==> config.mk <==
export PLATFORM = sky130hd
export DESIGN_NAME = usb_rx_bit_timer
export DESIGN_NICKNAME = d
export VERILOG_FILES = /design/src/rtl/usb_rx_bit_timer.sv
export SDC_FILE = /design/constraint.sdc
export NUM_CORES = 1
export LEC_CHECK = 0
export CAP_MARGIN = 5
export CORE_AREA = 4 4 41 43
export DETAILED_ROUTE_END_ITERATION = 6
export DIE_AREA = 0 0 45 47
export DONT_BUFFER_PORTS = 1
export PLACE_DENSITY = 0.52
export SETUP_SLACK_MARGIN = 0.05
export SKIP_LAST_GASP = 1
export SLEW_MARGIN = 20
export SYNTH_ARGS = -nofsm -noshare
export SYNTH_HDL_FRONTEND = slang
export SYNTH_SLANG_ARGS = --single-unit
==> constraint.sdc <==
create_clock -name clk -period 1.6 [get_ports clk]
set_input_delay 0.4 -clock clk [delete_from_list [all_inputs] [get_ports clk]]
set_output_delay 0.4 -clock clk [all_outputs]
set_load 0.02 [all_outputs]
==> src/rtl/usb_rx_bit_timer.sv <==
// USB RX bit timer: tracks bit phase, resyncs on line edges, samples once per bit and unstuffs.
// Optional macro RX_BIT_UNSTUFF_EN enables stuffed-bit removal and bit-stuff error detection.
module usb_rx_bit_timer #(
  parameter int unsigned CLKS_PER_BIT  = 8,
  parameter int unsigned SAMPLE_PHASE  = 3,
  parameter int unsigned BITS_PER_BYTE = 8,
  parameter int unsigned STUFF_LIMIT   = 6
) (
  input  logic clk,
  input  logic n_rst,
  input  logic enable_timer,
  input  logic d_edge,
  input  logic d_orig,
  output logic shift_enable,
  output logic byte_received,
  output logic stuff_skip,
  output logic bit_stuff_err
);

  localparam int unsigned PhaseW = $clog2(CLKS_PER_BIT);
  localparam int unsigned BitW   = $clog2(BITS_PER_BYTE);

  localparam logic [PhaseW-1:0] PhaseMax = PhaseW'(CLKS_PER_BIT - 1);
  localparam logic [PhaseW-1:0] SampleAt = PhaseW'(SAMPLE_PHASE);
  localparam logic [BitW-1:0]   BitMax   = BitW'(BITS_PER_BYTE - 1);

  logic [PhaseW-1:0] phase_q, phase_d;
  logic [BitW-1:0]   bit_cnt_q, bit_cnt_d;
  logic              shift_q, shift_d;
  logic              byte_q, byte_d;
  logic              skip_q, skip_d;
  logic              err_q, err_d;

`ifdef RX_BIT_UNSTUFF_EN
  localparam int unsigned OnesW = $clog2(STUFF_LIMIT + 1);
  localparam logic [OnesW-1:0] OnesMax = OnesW'(STUFF_LIMIT);

  logic [OnesW-1:0] ones_cnt_q, ones_cnt_d;
`else
  localparam int unsigned unused_stuff_limit = STUFF_LIMIT;
  logic unused_d_orig;
  assign unused_d_orig = d_orig;
`endif

  always_comb begin
    phase_d   = phase_q;
    bit_cnt_d = bit_cnt_q;
    shift_d   = 1'b0;
    byte_d    = 1'b0;
    skip_d    = 1'b0;
    err_d     = 1'b0;
`ifdef RX_BIT_UNSTUFF_EN
    ones_cnt_d = ones_cnt_q;
`endif
    if (!enable_timer) begin
      phase_d   = '0;
      bit_cnt_d = '0;
`ifdef RX_BIT_UNSTUFF_EN
      ones_cnt_d = '0;
`endif
    end else begin
      // An edge cycle counts as phase 0, so the following cycle is phase 1.
      if (d_edge) begin
        phase_d = PhaseW'(1);
      end else if (phase_q == PhaseMax) begin
        phase_d = '0;
      end else begin
        phase_d = phase_q + PhaseW'(1);
      end

      if (phase_q == SampleAt) begin
`ifdef RX_BIT_UNSTUFF_EN
        if (ones_cnt_q == OnesMax) begin
          ones_cnt_d = '0;
          if (d_orig) begin
            err_d = 1'b1;
          end else begin
            skip_d = 1'b1;
          end
        end else begin
          shift_d    = 1'b1;
          ones_cnt_d = d_orig ? ones_cnt_q + OnesW'(1) : '0;
        end
`else
        shift_d = 1'b1;
`endif
        if (shift_d) begin
          byte_d    = (bit_cnt_q == BitMax);
          bit_cnt_d = byte_d ? '0 : bit_cnt_q + BitW'(1);
        end
      end
    end
  end

  always_ff @(posedge clk or negedge n_rst) begin
    if (!n_rst) begin
      phase_q   <= '0;
      bit_cnt_q <= '0;
      shift_q   <= 1'b0;
      byte_q    <= 1'b0;
      skip_q    <= 1'b0;
      err_q     <= 1'b0;
`ifdef RX_BIT_UNSTUFF_EN
      ones_cnt_q <= '0;
`endif
    end else begin
      phase_q   <= phase_d;
      bit_cnt_q <= bit_cnt_d;
      shift_q   <= shift_d;
      byte_q    <= byte_d;
      skip_q    <= skip_d;
      err_q     <= err_d;
`ifdef RX_BIT_UNSTUFF_EN
      ones_cnt_q <= ones_cnt_d;
`endif
    end
  end

  assign shift_enable  = shift_q;
  assign byte_received = byte_q;
  assign stuff_skip    = skip_q;
  assign bit_stuff_err = err_q;

endmodule

# Yosys cells after proc, flatten, opt, wreduce, memory -nomap -nowiden
# Index checks and enable logic that the tools add are counted.
[word_totals] ff_bits=8 output_inout_bits=4 elab_cells=20
[op_classes] add_sub_neg=2 n_eq_ne=4 mux=10
[op_table] operator="3-bit two-way mux" count=6
[op_table] operator="3-bit by 1-bit adder with 3-bit output (second input constant)" count=2
[op_table] operator="3-bit equality test (second input constant)" count=2
[op_table] operator="1-bit two-way mux" count=4
[op_table] operator="3-bit by 2-bit equality test with 1-bit output (second input constant)" count=1
[op_table] operator="2-bit by 1-bit != test with 1-bit output (second input constant)" count=1

# Longest topological paths before layout
[depth] word_depth=4 mapped_depth=4 depth_no_buf=4

# Least setup slack after synthesis
# No wires, ideal clock.
[synth_path] path_kind="register -> register" from="register phase_q[0]" to="register byte_q (netlist: byte_received)" arrival_time_ns=1.019 t_required_ns=1.480 setup_slack_ns=0.461 path_stages_with_launch=4 path_buffers=0 path_cell_list="dfrtp_1 ha_1 ha_1 and3_2"
[synth_between] elab_chain_len=3
[synth_rtl] item="start, declared" line="27" source="logic [PhaseW-1:0] phase_q, phase_d;"
[synth_rtl] item="start signal, assigned" line="107" source="phase_q <= phase_d;"
[synth_rtl] item="3-bit by 2-bit equality test with 1-bit output" line="71" source="if (phase_q == SampleAt) begin"
[synth_rtl] item="1-bit two-way mux" line="71"
[synth_rtl] item="1-bit two-way mux" line="55" source="if (!enable_timer) begin"
[synth_rtl] item="net byte_d" line="30" source="logic byte_q, byte_d;"
[synth_rtl] item="end signal, assigned" line="110" source="byte_q <= byte_d;"
[synth_rtl] item="end, declared" line="30"
# The timed path passes the listed nets, and every way through them passes these cells.
# A chain may end at the register's enable or synchronous reset.

# Worst setup path after layout
[layout_path] from="register phase_q[0]" to="register bit_cnt_q[2]"
[layout_between] elab_chain_len=2
[layout_rtl] item="3-bit by 2-bit equality test with 1-bit output" line="71"
[layout_rtl] item="2-bit by 1-bit != test with 1-bit output (no source line)"
[layout_rtl] item="end signal, assigned" line="108" source="bit_cnt_q <= bit_cnt_d;"
[layout_rtl] item="end, declared" line="28" source="logic [BitW-1:0] bit_cnt_q, bit_cnt_d;"
# Every way passes these cells.

==> summary.txt <==
Worst min path class - in -> reg
Die width - 45 um
Register-to-register setup slack - 0.36 ns
Kind of critical path - reg -> reg
I/O pin total - 9
Global Route met2 Usage - 0.124
Register area - 200 sq um
GR Util met3 - 0.0613
Core Region - 1300 sq um
Arrival @ worst endpoint - 1.38 ns
DR vias - 230
GRT Max-Usage Layer - met2
Clock share of power - 0.404
CTS tree - done
Asr flop ratio synth - 1.00
Largest net degree at the start of global routing - 10
Reg2reg start - phase_q[0]$_DFF_PN0_
Final hold vios - 0
PortBufs - 0
Vias in the first global route - 229
Power Dens Cells - 917 nW/um^2
Post-synth top area cell - dfrtp_1
Layout cells sized above 1 - 0.182
Power, Total - 0.389 mW
Synth cell types - 16
Internal power - 0.302 mW
Grt total ovfl - 0
Sequential fraction of the synthesis area - 0.521
Final Util - 0.326
Remaining antenna violation count - 0
Total GRT Usage - 0.0797
Cells taking the most area after synthesis - dfrtp_1 (52%), ha_1 (16%), mux2i_1 (5.2%), buf_4 (3.9%), and4bb_2 (3.3%)
Nets - 45
Main flop type after synthesis - dfrtp_1
Mapped Cells - 30
Number of CTS-inserted buffers - 3
Status - completed
Sequential Power Share - 0.540
Setup TNS - 0 ns
Final setup viols - 0
Initial antenna violation count - 0
Post-CTS Setup Bufs - 0
Number of synthesis warnings - 0
Initial Util - 0.295
DR vias/cell - 4.79
Part of the power in combinational logic - 0.055
Maximum VDD drop - 0.000332 V
Sw Ratio - 0.223
Clock Sink Count - 8
Worst Skew - 0.000563 ns
Die height - 47 um
Layout area overhead - 10.4%
# rows - 13
Crit path from - phase_q[0]$_DFF_PN0_
Avg Synthesized Cell Area - 12.8 sq um
Total Wirelength - 617 um
Nature of the critical path endpoint - flop
Met1 Track Usage GR - 0.0653
Final Max Slew Viols - 0
CTS Root Buffer Type - clkbuf_4
WL per Instance - 12.9 um
CP max FO - 6
Static leakage - 0.211 nW
Die area - 2120 sq um
Critical path required time - 1.74 ns
Critical R2R Capture - bit_cnt_q[2]$_DFFE_PN0P_
Highest clock rate - 0.808 GHz
NetSw - 0.0866 mW
Fillcell total - 149
Initial DRC Count - 0
Max Cap Viol - 0
Worst R2R Path Depth - 4
Post-synth top cells - dfrtp_1 (8), ha_1 (5), buf_4 (2), mux2i_1 (2), nor2b_1 (2)
Clock latency on the worst-skew pair - 0.25 ns
Count leader, synth - dfrtp_1
First-pass GRT wire length - 1060 um
Number of synthesized flops with an enable pin - 0
Max clock buf depth - 2
Yosys reg bits - 8
# DRC - 0
Mapped cell area - 384 sq um
RSZ-0062 raised after global routing - false
Clock Pin Slew Worst Setup and Hold Paths - 0.06 ns
Drt pass-1 iters - 1
Crit share post-route - 0.773
Final GP Congestion - 0.685
Multi-input gate area - 169 sq um
H-tree level count - 1
Yosys top cell area share - 0.521
CP Launch Type - flop
Ant. Diodes - 0
Clock period minus worst slack - 1.24 ns
Critical Path End - bit_cnt_q[2]$_DFFE_PN0P_
==> cell usage in the layout, fill, tap and decap left out <==
cell,netlist,routed
and2_2,1,1
and3_2,1,1
and4bb_2,1,1
clkbuf_4,0,3
conb_1,1,2
dfrtp_1,8,8
dlygate4sd3_1,0,1
ha_1,5,5
inv_1,1,1
mux2i_1,2,2
nand2_1,1,1
nand4bb_1,1,1
nor2_1,1,1
nor2b_1,2,2
nor3b_1,1,1
o21a_1,1,1
o21ai_0,1,1
==> stage by stage <==
| step | std cells | area, sq um | hold slack, ns | worst slack [ns] |
|---|---|---|---|---|
| 3_5_place_dp | 44 | 392 | 0.105 | 0.365 |
| 6_report | 48 | 424 | 0.214 | 0.363 |
| 4_1_cts | 48 | 424 | 0.213 | 0.355 |
| 2_1_floorplan | 31 | 388 | 0.104 | 0.461 |
| 3_3_place_gp | 44 | 392 | 0.105 | 0.421 |
| 5_1_grt | 48 | 424 | 0.199 | 0.278 |
==> flip-flops by register name, indices dropped and copies added (netlist names) <==
register       count
bit_cnt_q          3
byte_received      1
shift_enable       1
phase_q            3
==> timing repair <==
action                    4_1_cts  5_1_grt
hold endpoints to repair        8        0
resized for setup               0        0
hold buffers                    1        0
==> logic make-up (layout without fill, tap and decap cells) <==
| group | count (synthesis) | in the layout | synth area share |
|---|---|---|---|
| other | 1 | 2 | 0.00976 |
| AOI/OAI and AO/OA | 2 | 2 | 0.0326 |
| and+or+nand+nor | 9 | 9 | 0.173 |
| muxes | 2 | 2 | 0.0521 |
| DFF | 8 | 8 | 0.521 |
| adders and majority gates | 5 | 5 | 0.163 |
| buffers and inverters | 3 | 5 | 0.0488 |
==> worst max-delay path, cell delays in order, from the launching register on <==
cell and delay, ns:
dfrtp_1 0.39, ha_1 0.23, ha_1 0.27, mux2i_1 0.18, nor2b_1 0.06
==> power groups by stage <==
stage                     sequential [mW]  combinational, mW  clock [mW]
after CTS                           0.210             0.0223       0.162
after detailed placement            0.214             0.0163           0
after global placement              0.213             0.0151           0
after global routing                0.210             0.0249       0.179
final                               0.210             0.0216       0.157
after floorplan                     0.213             0.0180           0
==> metal layers <==
layer / vias up / part of all wire
li1: 105 / -
met1: 114 / 0.36
met2: 9 / 0.52
met3: 2 / 0.11
met4: 0 / 0.013
met5: - / 0
==> area by class of cell <==
type / count / area share
sequential: 8 / 0.472
clock buffer: 3 / 0.0531
inverter: 1 / 0.00885
multi-input combinational: 20 / 0.398
tap: 15 / 0.0442
timing repair buffer: 1 / 0.0236
==> worst min path at each step <==
stage          startpoint                       end  cells past startpoint
6_report           d_edge      phase_q[2]$_DFF_PN0_                      1
5_1_grt            d_edge      phase_q[2]$_DFF_PN0_                      1
4_1_cts            d_edge      phase_q[2]$_DFF_PN0_                      1
3_5_place_dp        n_rst    shift_enable$_DFF_PN0_                      0
3_3_place_gp        n_rst   byte_received$_DFF_PN0_                      0
2_1_floorplan       n_rst  bit_cnt_q[0]$_DFFE_PN0P_                      0
Note: power is estimated with default switching activity, not from simulation.
